<file path="config.mk">
export PLATFORM = sky130hd
export DESIGN_NAME = sba_initiator
export DESIGN_NICKNAME = d
export VERILOG_FILES = /design/src/rtl/sba_pkg.sv /design/src/rtl/sba_lane_align.sv /design/src/rtl/sba_initiator.sv
export SDC_FILE = /design/constraint.sdc
export NUM_CORES = 1
export LEC_CHECK = 0
export ABC_AREA = 1
export CORE_UTILIZATION = 30
export CTS_CLUSTER_DIAMETER = 60
export DETAILED_ROUTE_END_ITERATION = 8
export PLACE_DENSITY_LB_ADDON = 0.15
export SLEW_MARGIN = 20
export SYNTH_ARGS = -nofsm -noshare
export SYNTH_HDL_FRONTEND = slang
export SYNTH_HIERARCHICAL = 1
export SYNTH_SLANG_ARGS = --single-unit
</file>
<file path="constraint.sdc">
create_clock -name clk -period 2.1 [get_ports clk]
set_input_delay 0.42 -clock clk [delete_from_list [all_inputs] [get_ports clk]]
set_output_delay 0.42 -clock clk [all_outputs]
set_load 0.1 [all_outputs]
</file>
<file path="src/rtl/sba_pkg.sv">
// rtl/sba_pkg.sv - shared types, codes and lane helpers for the system bus initiator
//
// Contents:
//   sba_state_e    initiator FSM states
//   SbaSize*       cmd_size encodings
//   SbaErr*        sb_error codes
//   lane_mask      byte-enable pattern for a size/offset pair
//   replicate      copy right-justified write data into every lane
//   extract        right-justify and zero-extend a read word
//   is_misaligned  natural-alignment check for half and word accesses
package sba_pkg;

    typedef enum logic [2:0] {
        ST_IDLE,
        ST_CHECK,
        ST_GRANT,
        ST_ACCESS,
        ST_RESP
    } sba_state_e;

    localparam logic [1:0] SbaSizeByte = 2'd0;
    localparam logic [1:0] SbaSizeHalf = 2'd1;
    localparam logic [1:0] SbaSizeWord = 2'd2;
    localparam logic [1:0] SbaSizeBad  = 2'd3;

    localparam logic [2:0] SbaErrNone    = 3'd0;
    localparam logic [2:0] SbaErrTimeout = 3'd1;
    localparam logic [2:0] SbaErrAlign   = 3'd3;
    localparam logic [2:0] SbaErrSize    = 3'd4;

    function automatic logic [3:0] lane_mask(input logic [1:0] size, input logic [1:0] offset);
        case (size)
            SbaSizeByte: lane_mask = 4'b0001 << offset;
            SbaSizeHalf: lane_mask = 4'b0011 << offset;
            default:     lane_mask = 4'b1111;
        endcase
    endfunction

    function automatic logic [31:0] replicate(input logic [31:0] data, input logic [1:0] size);
        case (size)
            SbaSizeByte: replicate = {4{data[7:0]}};
            SbaSizeHalf: replicate = {2{data[15:0]}};
            default:     replicate = data;
        endcase
    endfunction

    function automatic logic [31:0] extract(input logic [31:0] word, input logic [1:0] size,
                                            input logic [1:0] offset);
        logic [31:0] shifted;
        shifted = word >> {offset, 3'b000};
        case (size)
            SbaSizeByte: extract = {24'h0, shifted[7:0]};
            SbaSizeHalf: extract = {16'h0, shifted[15:0]};
            default:     extract = shifted;
        endcase
    endfunction

    function automatic logic is_misaligned(input logic [1:0] size, input logic [1:0] offset);
        case (size)
            SbaSizeHalf: is_misaligned = offset[0];
            SbaSizeWord: is_misaligned = (offset != 2'b00);
            default:     is_misaligned = 1'b0;
        endcase
    endfunction

endpackage

</file>
<file path="src/rtl/sba_lane_align.sv">
// rtl/sba_lane_align.sv - byte-lane steering between right-justified data and the 32-bit bus
//
// Ports:
//   size, offset  access size code and byte offset within the word
//   wdata         right-justified write data
//   bus_rdata     raw word from the bus
//   byte_enable   active lanes for this access
//   bus_wdata     write data replicated into every lane
//   rdata         read data shifted down and masked to size
module sba_lane_align
    import sba_pkg::*;
(
    input  logic [1:0]  size,
    input  logic [1:0]  offset,
    input  logic [31:0] wdata,
    input  logic [31:0] bus_rdata,
    output logic [3:0]  byte_enable,
    output logic [31:0] bus_wdata,
    output logic [31:0] rdata
);

    assign byte_enable = lane_mask(size, offset);
    assign bus_wdata   = replicate(wdata, size);
    assign rdata       = extract(bus_rdata, size, offset);

endmodule

</file>
<file path="src/rtl/sba_initiator.sv">
// rtl/sba_initiator.sv - debug-side single-access system bus initiator
//
// Ports:
//   clk, rst                 clock, synchronous active-high reset
//   cmd_*                    command from the debug module (valid/ready handshake)
//   rsp_valid/rdata/addr     one-cycle completion with read data and next address
//   sb_error, err_clear      sticky error code and its clear
//   busy                     command in flight
//   bus_intercept            claim on the bus against the core
//   bus_available            bus granted to the interceptor this cycle
//   bus_address/data_out     word address and lane-replicated write data
//   bus_read/write           access strobes
//   bus_byte_enable          active lanes
//   bus_data_in, bus_done    responder read data and completion
module sba_initiator
    import sba_pkg::*;
#(
    parameter int AddrWidth     = 32,
    parameter int DataWidth     = 32,
    parameter int TimeoutCycles = 255
) (
    input  logic                 clk,
    input  logic                 rst,
    input  logic                 cmd_valid,
    output logic                 cmd_ready,
    input  logic                 cmd_write,
    input  logic [AddrWidth-1:0] cmd_addr,
    input  logic [DataWidth-1:0] cmd_wdata,
    input  logic [1:0]           cmd_size,
    input  logic                 cmd_autoinc,
    output logic                 rsp_valid,
    output logic [DataWidth-1:0] rsp_rdata,
    output logic [AddrWidth-1:0] rsp_addr,
    output logic [2:0]           sb_error,
    input  logic                 err_clear,
    output logic                 busy,
    output logic                 bus_intercept,
    input  logic                 bus_available,
    output logic [AddrWidth-1:0] bus_address,
    output logic [DataWidth-1:0] bus_data_out,
    input  logic [DataWidth-1:0] bus_data_in,
    output logic                 bus_read,
    output logic                 bus_write,
    output logic [3:0]           bus_byte_enable,
    input  logic                 bus_done
);

    localparam int CntW = $clog2(TimeoutCycles + 1);
    localparam logic [CntW-1:0] TimeoutCnt = CntW'(TimeoutCycles);

    sba_state_e           state;
    logic                 write_q;
    logic [AddrWidth-1:0] addr_q;
    logic [DataWidth-1:0] wdata_q;
    logic [1:0]           size_q;
    logic                 autoinc_q;
    logic [CntW-1:0]      cnt;

    logic [3:0]           lane_be;
    logic [DataWidth-1:0] lane_wdata;
    logic [DataWidth-1:0] lane_rdata;
    logic [AddrWidth-1:0] next_addr;
    logic                 access_done;
    logic [2:0]           new_err;
    logic [2:0]           err_next;

    sba_lane_align u_lane_align (
        .size        (size_q),
        .offset      (addr_q[1:0]),
        .wdata       (wdata_q),
        .bus_rdata   (bus_data_in),
        .byte_enable (lane_be),
        .bus_wdata   (lane_wdata),
        .rdata       (lane_rdata)
    );

    // A completion only counts while the bus is actually ours; if availability
    // drops mid-access the strobes are held and we keep waiting.
    assign access_done = bus_done && bus_available;
    assign next_addr   = autoinc_q ? addr_q + (AddrWidth'(1) << size_q) : addr_q;

    // Error raised this cycle, and the sticky register's next value: the first
    // nonzero code sticks, and a fresh error beats a simultaneous clear.
    always_comb begin
        new_err = SbaErrNone;
        if (state == ST_CHECK) begin
            if (size_q == SbaSizeBad) begin
                new_err = SbaErrSize;
            end else if (is_misaligned(size_q, addr_q[1:0])) begin
                new_err = SbaErrAlign;
            end
        end else if (state == ST_ACCESS && !access_done && cnt == TimeoutCnt) begin
            new_err = SbaErrTimeout;
        end

        err_next = sb_error;
        if (new_err != SbaErrNone && (sb_error == SbaErrNone || err_clear)) begin
            err_next = new_err;
        end else if (err_clear) begin
            err_next = SbaErrNone;
        end
    end

    always_ff @(posedge clk) begin
        if (rst) begin
            state           <= ST_IDLE;
            write_q         <= 1'b0;
            addr_q          <= '0;
            wdata_q         <= '0;
            size_q          <= 2'b00;
            autoinc_q       <= 1'b0;
            cnt             <= '0;
            cmd_ready       <= 1'b0;
            rsp_valid       <= 1'b0;
            rsp_rdata       <= '0;
            rsp_addr        <= '0;
            sb_error        <= SbaErrNone;
            busy            <= 1'b0;
            bus_intercept   <= 1'b0;
            bus_address     <= '0;
            bus_data_out    <= '0;
            bus_read        <= 1'b0;
            bus_write       <= 1'b0;
            bus_byte_enable <= 4'b0000;
        end else begin
            sb_error  <= err_next;
            rsp_valid <= 1'b0;
            case (state)
                ST_IDLE: begin
                    if (cmd_valid && cmd_ready) begin
                        write_q   <= cmd_write;
                        addr_q    <= cmd_addr;
                        wdata_q   <= cmd_wdata;
                        size_q    <= cmd_size;
                        autoinc_q <= cmd_autoinc;
                        busy      <= 1'b1;
                        cmd_ready <= 1'b0;
                        state     <= ST_CHECK;
                    end else begin
                        cmd_ready <= (err_next == SbaErrNone);
                    end
                end
                ST_CHECK: begin
                    if (new_err != SbaErrNone) begin
                        rsp_rdata <= '0;
                        rsp_addr  <= addr_q;
                        rsp_valid <= 1'b1;
                        busy      <= 1'b0;
                        state     <= ST_RESP;
                    end else begin
                        // Address, lanes and data are set up with the claim
                        // and stay put until the access completes.
                        bus_intercept   <= 1'b1;
                        bus_address     <= {addr_q[AddrWidth-1:2], 2'b00};
                        bus_byte_enable <= lane_be;
                        bus_data_out    <= lane_wdata;
                        state           <= ST_GRANT;
                    end
                end
                ST_GRANT: begin
                    if (bus_available) begin
                        bus_read  <= !write_q;
                        bus_write <= write_q;
                        cnt       <= '0;
                        state     <= ST_ACCESS;
                    end
                end
                ST_ACCESS: begin
                    if (access_done || cnt == TimeoutCnt) begin
                        rsp_rdata       <= (access_done && !write_q) ? lane_rdata : '0;
                        rsp_addr        <= access_done ? next_addr : addr_q;
                        rsp_valid       <= 1'b1;
                        busy            <= 1'b0;
                        bus_intercept   <= 1'b0;
                        bus_read        <= 1'b0;
                        bus_write       <= 1'b0;
                        bus_address     <= '0;
                        bus_data_out    <= '0;
                        bus_byte_enable <= 4'b0000;
                        state           <= ST_RESP;
                    end else begin
                        cnt <= cnt + 1'b1;
                    end
                end
                ST_RESP: begin
                    cmd_ready <= (err_next == SbaErrNone);
                    state     <= ST_IDLE;
                end
                default: begin
                    state <= ST_IDLE;
                end
            endcase
        end
    end

endmodule
</file>
[Word level (Yosys, flattened, before mapping)]
Index checks and enable logic that the tools add are counted.
Storage, ports and cells
  register bits: 220
  output and inout port bits: 141
Operators by class
  add/subtract/negate cells: 2
  equal/unequal tests: 14
  shifts and indexed selects: 4
  muxes and demuxes: 52
  reductions and logical operators: 27
Operators with widths (number)
  $pmux W32 S2: 6
  $mux W32: 10
  $add A32 B32 Y32: 1
  $shl A1 B2 Y32 const A: 1
  $shr A32 B5 Y32: 1
  $mux W3: 8
  $mux W8: 2
  $pmux W4 S2: 2
  $pmux W8 S2: 1
  $reduce_and A3 Y1: 5
  $mux W1: 12
  $pmux W1 S2: 6
  $pmux W3 S4: 1
  $logic_not A3 Y1: 3
  $add A8 B1 Y8 const B: 1
  $eq A8 B8 Y1 const B: 1
  $mux W4: 2
  $ne A2 B2 Y1 const B: 4
  $reduce_bool A2 Y1: 4
  $eq A3 B2 Y1 const B: 2
  $logic_and A1 B1 Y1: 6
  $reduce_bool A3 Y1: 2
  $eq A2 B2 Y1 const B: 2
  $ne A2 B1 Y1 const B: 2
  other kinds (12): 14

[Logic depth before layout (Yosys ltp)]
Gate-level depths: netlist of the first run.
  depth in word-level cells: 13
  gate-level depth with buffers: 15
  depth with buffers taken out: 15

[Cells and area by module]
Netlist of the first run, hierarchy kept.
Modules (own cells, without submodules)
  sba_initiator: times used 1, cells each 1252, area an instance 9201.3 µm²
  sba_lane_align: times used 1, cells each 264, area an instance 1198.6 µm²

[Worst setup path after synthesis of the first run]
Ideal clock, no wire load.
  kind: flip-flop to flip-flop
  from: reg size_q[1]
  to: reg rsp_addr[8]
  setup time: 0.109 ns
  arrival: 2.123 ns
  slack: -0.132 ns
  stages on the path, launching flop included: 16
  path buffers: 0
  period minus slack after synthesis: 2.232 ns
  path through: dfxtp_1 -> inv_1 -> ha_1 -> xor2_1 -> ha_1 -> inv_1 -> nand2_1 -> nand2_1 -> o21bai_1 -> nand2_1 -> nor2_1 -> nand2_1 -> xor2_1 -> nand2_1 -> nand2_1 -> inv_1
Between the ends
  longest elaborated chain between the ends: 10
  elaborated cells on any way between the ends: 18
RTL lines
  start: declaration: RTL line sba_initiator.sv:55  | logic [1:0] size_q;
  start signal: assignment: RTL line sba_initiator.sv:134  | size_q <= cmd_size;
  branches (longest 10 deep; another with $add A32 B32 Y32)
  end signal: assignment: RTL line sba_initiator.sv:146  | rsp_addr <= addr_q;
  end signal: assignment: RTL line sba_initiator.sv:171  | rsp_addr <= access_done ? next_addr : addr_q;
  end: declaration: RTL line sba_initiator.sv:33  | output logic [AddrWidth-1:0] rsp_addr,
Several ways; the timed one is not identified. The select of a mux whose other input is x is not followed.
A chain may end at the register's enable or synchronous reset.

[Worst setup path after layout of the first run]
  from: reg size_q[1]
  to: reg bus_address[17]
Between the ends
  longest elaborated chain between the ends: 10
  elaborated cells on any way between the ends: 12
RTL lines
  $eq A2 B2 Y1 or $eq A2 B1 Y1 (tied branches): RTL line sba_pkg.sv:59  | case (size)
  $pmux W1 S2: RTL line sba_pkg.sv:59
  $mux W1: RTL line sba_initiator.sv:87  | if (size_q == SbaSizeBad) begin
  $mux W1: RTL line sba_initiator.sv:86  | if (state == ST_CHECK) begin
  $mux W2: RTL line sba_initiator.sv:89  | end else if (is_misaligned(size_q, addr_q[1:0])) begin
  $mux W3 *: RTL line sba_initiator.sv:87
  $mux W3 *: RTL line sba_initiator.sv:86
  $reduce_bool A3 Y1 *: RTL line sba_initiator.sv:144  | if (new_err != SbaErrNone) begin
  $ne A2 B2 Y1 (no line) *
  $reduce_and A3 Y1 (no line) *
  end signal: assignment: RTL line sba_initiator.sv:154  | bus_address <= {addr_q[AddrWidth-1:2], 2'b00};
  end: declaration: RTL line sba_initiator.sv:39  | output logic [AddrWidth-1:0] bus_address,
Every way passes the cells marked *; elsewhere a longest branch is shown, timed or not. The select of a mux whose other input is x is not followed.

==> results of run 1 <==
-- worst paths after layout --
check	cells after the start	to	slack, ns
max	12	bus_address[17]	0.09
min	5	addr_q[26]	0.44
max reg2reg	12	bus_address[17]	0.09
min reg2reg	2	wdata_q[23]	0.44
-- registers in the layout, summed over array words and instances (netlist names) --
name	cells
cmd_ready	1
bus_data_out	32
write_q	1
bus_address	30
bus_write	1
bus_byte_enable	4
busy	1
rsp_rdata	32
wdata_q	32
state	3
size_q	2
cnt	8
rsp_addr	32
addr_q	32
sb_error	3
bus_intercept	1
rsp_valid	1
bus_read	1
autoinc_q	1
-- worst min-delay path, delay by kind of cell --
kind	cells	cell delay, ns
AOI/OAI and AO/OA	2	0.15
buffers and inverters	3	0.33
-- power by group --
group	total, W	leakage [nW]	switching, W	internal, W
clock network	0.00536	0.497	0.00197	0.00339
registers	0.00467	1.77	0.000261	0.00441
logic	0.00290	3.94	0.00192	0.000985
total	0.0129	6.21	0.00415	0.00878
-- layout by cell type (no fill, tap or decap), types with 4 or more instances in the layout --
cell             Yosys  routed
or2_2                9       9
nand2_2              4      12
ha_4                 0       4
a21oi_1            195     191
buf_12               0      17
clkbuf_16            0      32
nor2_1             127     121
nand2_1            416     406
buf_6               15       4
nand3_1             73      67
nand3_2              0       6
clkbuf_1            48       5
o21ai_0            104     102
or2_0                4       4
nand4_1             53      53
dfxtp_1            218     213
nor2_2               3       7
nor2_4               4       6
clkdlybuf4s50_1      0     104
inv_1              136     131
xor2_1              11      10
buf_4               12     201
o21ai_1              4       5
a21oi_2              0       4
bufinv_16            0       6
inv_2                5       9
nor3_1              17      15
-- metal layers --
metal	GRT usage, %	part of all wire (%)	vias to the layer above
met5	0	0	-
met3	2.96	5.6	43
met2	30.0	43	298
met4	4.57	1.7	0
met1	28.5	50	4987
li1	-	-	5443
-- cell families after synthesis --
kind of cell    count (synthesis)
compound gates                313
xor+xnor                       12
fa+ha+maj                      10
buf+inv                       244
flops                         218
other cells                     1
simple gates                  718
-- cell type report --
class / count / area share (%)
antenna: 1 / 0.0170
tap: 448 / 3.81
sequential: 218 / 29.7
clock inverter: 15 / 1.73
multi-input combinational: 1055 / 34.8
timing repair buffer: 331 / 20.7
clock buffer: 37 / 5.34
inverter: 146 / 3.86
-- what timing repair did --
action,CTS,global route
endpoints found under the setup margin,33,139
gates resized for setup,15,51
endpoints found under the hold margin,0,0
cloned,1,6
setup buffers,4,5
pin swaps,4,11
-- per-stage QoR --
step	instances	instance area [um2]	worst slack (ns)	hold slack (ns)	util (%)
2_1_floorplan	1517	10400	0.0124	0.423	-
4_1_cts	2239	14400	-0.0185	0.419	42.6
5_1_grt	2250	14700	-0.0353	0.451	43.5
6_report	2251	14700	0.0876	0.441	43.5
3_3_place_gp	2182	13200	-0.343	0.432	39.2
3_5_place_dp	2182	13200	-0.365	0.438	39.2
==> flow_summary.yaml, run 1 <==
outcome:
  status: "finished, final reports clean"
route:
  dr.pass1.iters: 5
  drt-total-wl_mm: 36.8
  vias_per_cell: 4.78
  avgRoutedWirePerCell_um: 16.3
  drc: 0
  vias: 10771
  ant_nets: 0
  drt_iter0_drc: 668
timing:
  slew_viol_final: 0
  slew_headroom_pct: 64.8
  fin_skew_ns: 0.0175
  max_slew.worst_pin.slew_ns: 0.527
  fin_tns_setup_ns: 0
  period_needed_ns: 2.01
  finalHoldViolations: 0
  rsz0062_at_grt: "true"
  max_freq_ghz: 0.497
  setup_violations: 0
  finalCritPeriodShare_pct: 95.8
synth:
  synth-xor-area-share_pct: 1.01
  avgSynthCellArea_um2: 6.86
  yosys-mux-area-fraction_pct: 0
  yosysWarnings: 6
  synth_edf_count: 0
  synth_compound_area_share_pct: 15.3
  synth_most_common_cell: "nand2_1"
  yosysUniqueCellTypes: 42
  netlist.area_leader.share_pct: 42.0
  synth-async-reset-ratio_pct: 0
  ys_seq_elements: 218
  synth_top_family_by_area: "simple AND/OR/NAND/NOR gates"
  yosys_most_used_dff: "dfxtp_1"
  yosysTopAreaCell: "dfxtp_1"
  ys_top_cells_by_area: "dfxtp_1 (42%), nand2_1 (15%), a21oi_1 (9.4%), o21ai_0 (5.0%), inv_1 (4.9%)"
  yosys-top-cells-count: "nand2_1 (416), dfxtp_1 (218), a21oi_1 (195)"
  synth_seq_area_share_pct: 42.0
  synth-simple-area-share_pct: 29.6
  netlist_instances: 1516
  syn-cell-area_um2: 10400
  synthAdderAreaFrac_pct: 1.20
cells_and_area:
  syn_to_final_growth_pct: 41.4
  multi_input_area_um2: 5110
  register_area_um2: 4380
  fillers: 3501
  drive_gt1_share_pct: 19.7
  nets: 1897
global_route:
  grt_remaining_overflow: 0
  grt_pass1_vias: 9990
  grt_max_degree: 106
  grt_pass1_wl_mm: 55.5
  antenna_found_initial: 1
  track_usage_pct: 19.5
cts:
  cts_sinks: 218
  clkSlewWorstSetupHoldPaths_ns: 0.06
  h-tree-depth: 1
  numCtsBuffers: 29
  ctsHoldBuffers: 0
  cts_tree: "built"
  clk_path_buf_depth: 3
  clk_latency_ns: 0.55
  cts_root_buffer: "clkbuf_16"
worst_setup_path:
  end_kind: "flop"
  crit_type: "reg -> reg"
  crit_start: "size_q[1]"
  path_cells: "buf_4 -> ha_2 -> inv_1 -> nand2_1 -> nand4_4 -> nand3_1 -> nand2_2 -> buf_6 -> nand2_8 -> clkbuf_16 -> a21oi_1 -> nor2_1"
  cp_top_family: "simple AND/OR/NAND/NOR gates"
  worstPathRequired_ns: 2.52
  path_buf_inv: 4
  timing.rr.start: "size_q[1]"
  crit_arrival_ns: 2.43
  cp_max_fo: 8
  slowest_delay_ns: 0.36
  critPathSlowestCell: "dfxtp_4"
  crit_path_start_kind: "flop"
min_path:
  min_from: "rst"
  hp-class: "in -> reg"
flow_run:
  drv_cap: 0
placed_design:
  dp_hpwl_mm: 25.2
  port_buffers: 244
  gp_congestion: 0.839
pwr:
  power_density_nw_per_um2: 880
  peakVddDrop_uv: 576
  fin_total_pwr_w: 0.0129
  p_leak_nw: 6.21
floorplan:
  rows: 67
  io_pins: 247
  fp.dieArea_um2: 35400
  die_height_um: 188
  core-area_um2: 33800
  start_util_pct: 30.8
  die_w_um: 188
Power figures use the tool's default switching activity.
==> run 2: changes to the inputs <==
- ABC_CLOCK_PERIOD_IN_PS: unset -> 2100
==> results of run 2 <==
Same layout as run 1: the final DEF is identical, and so are final timing and power.
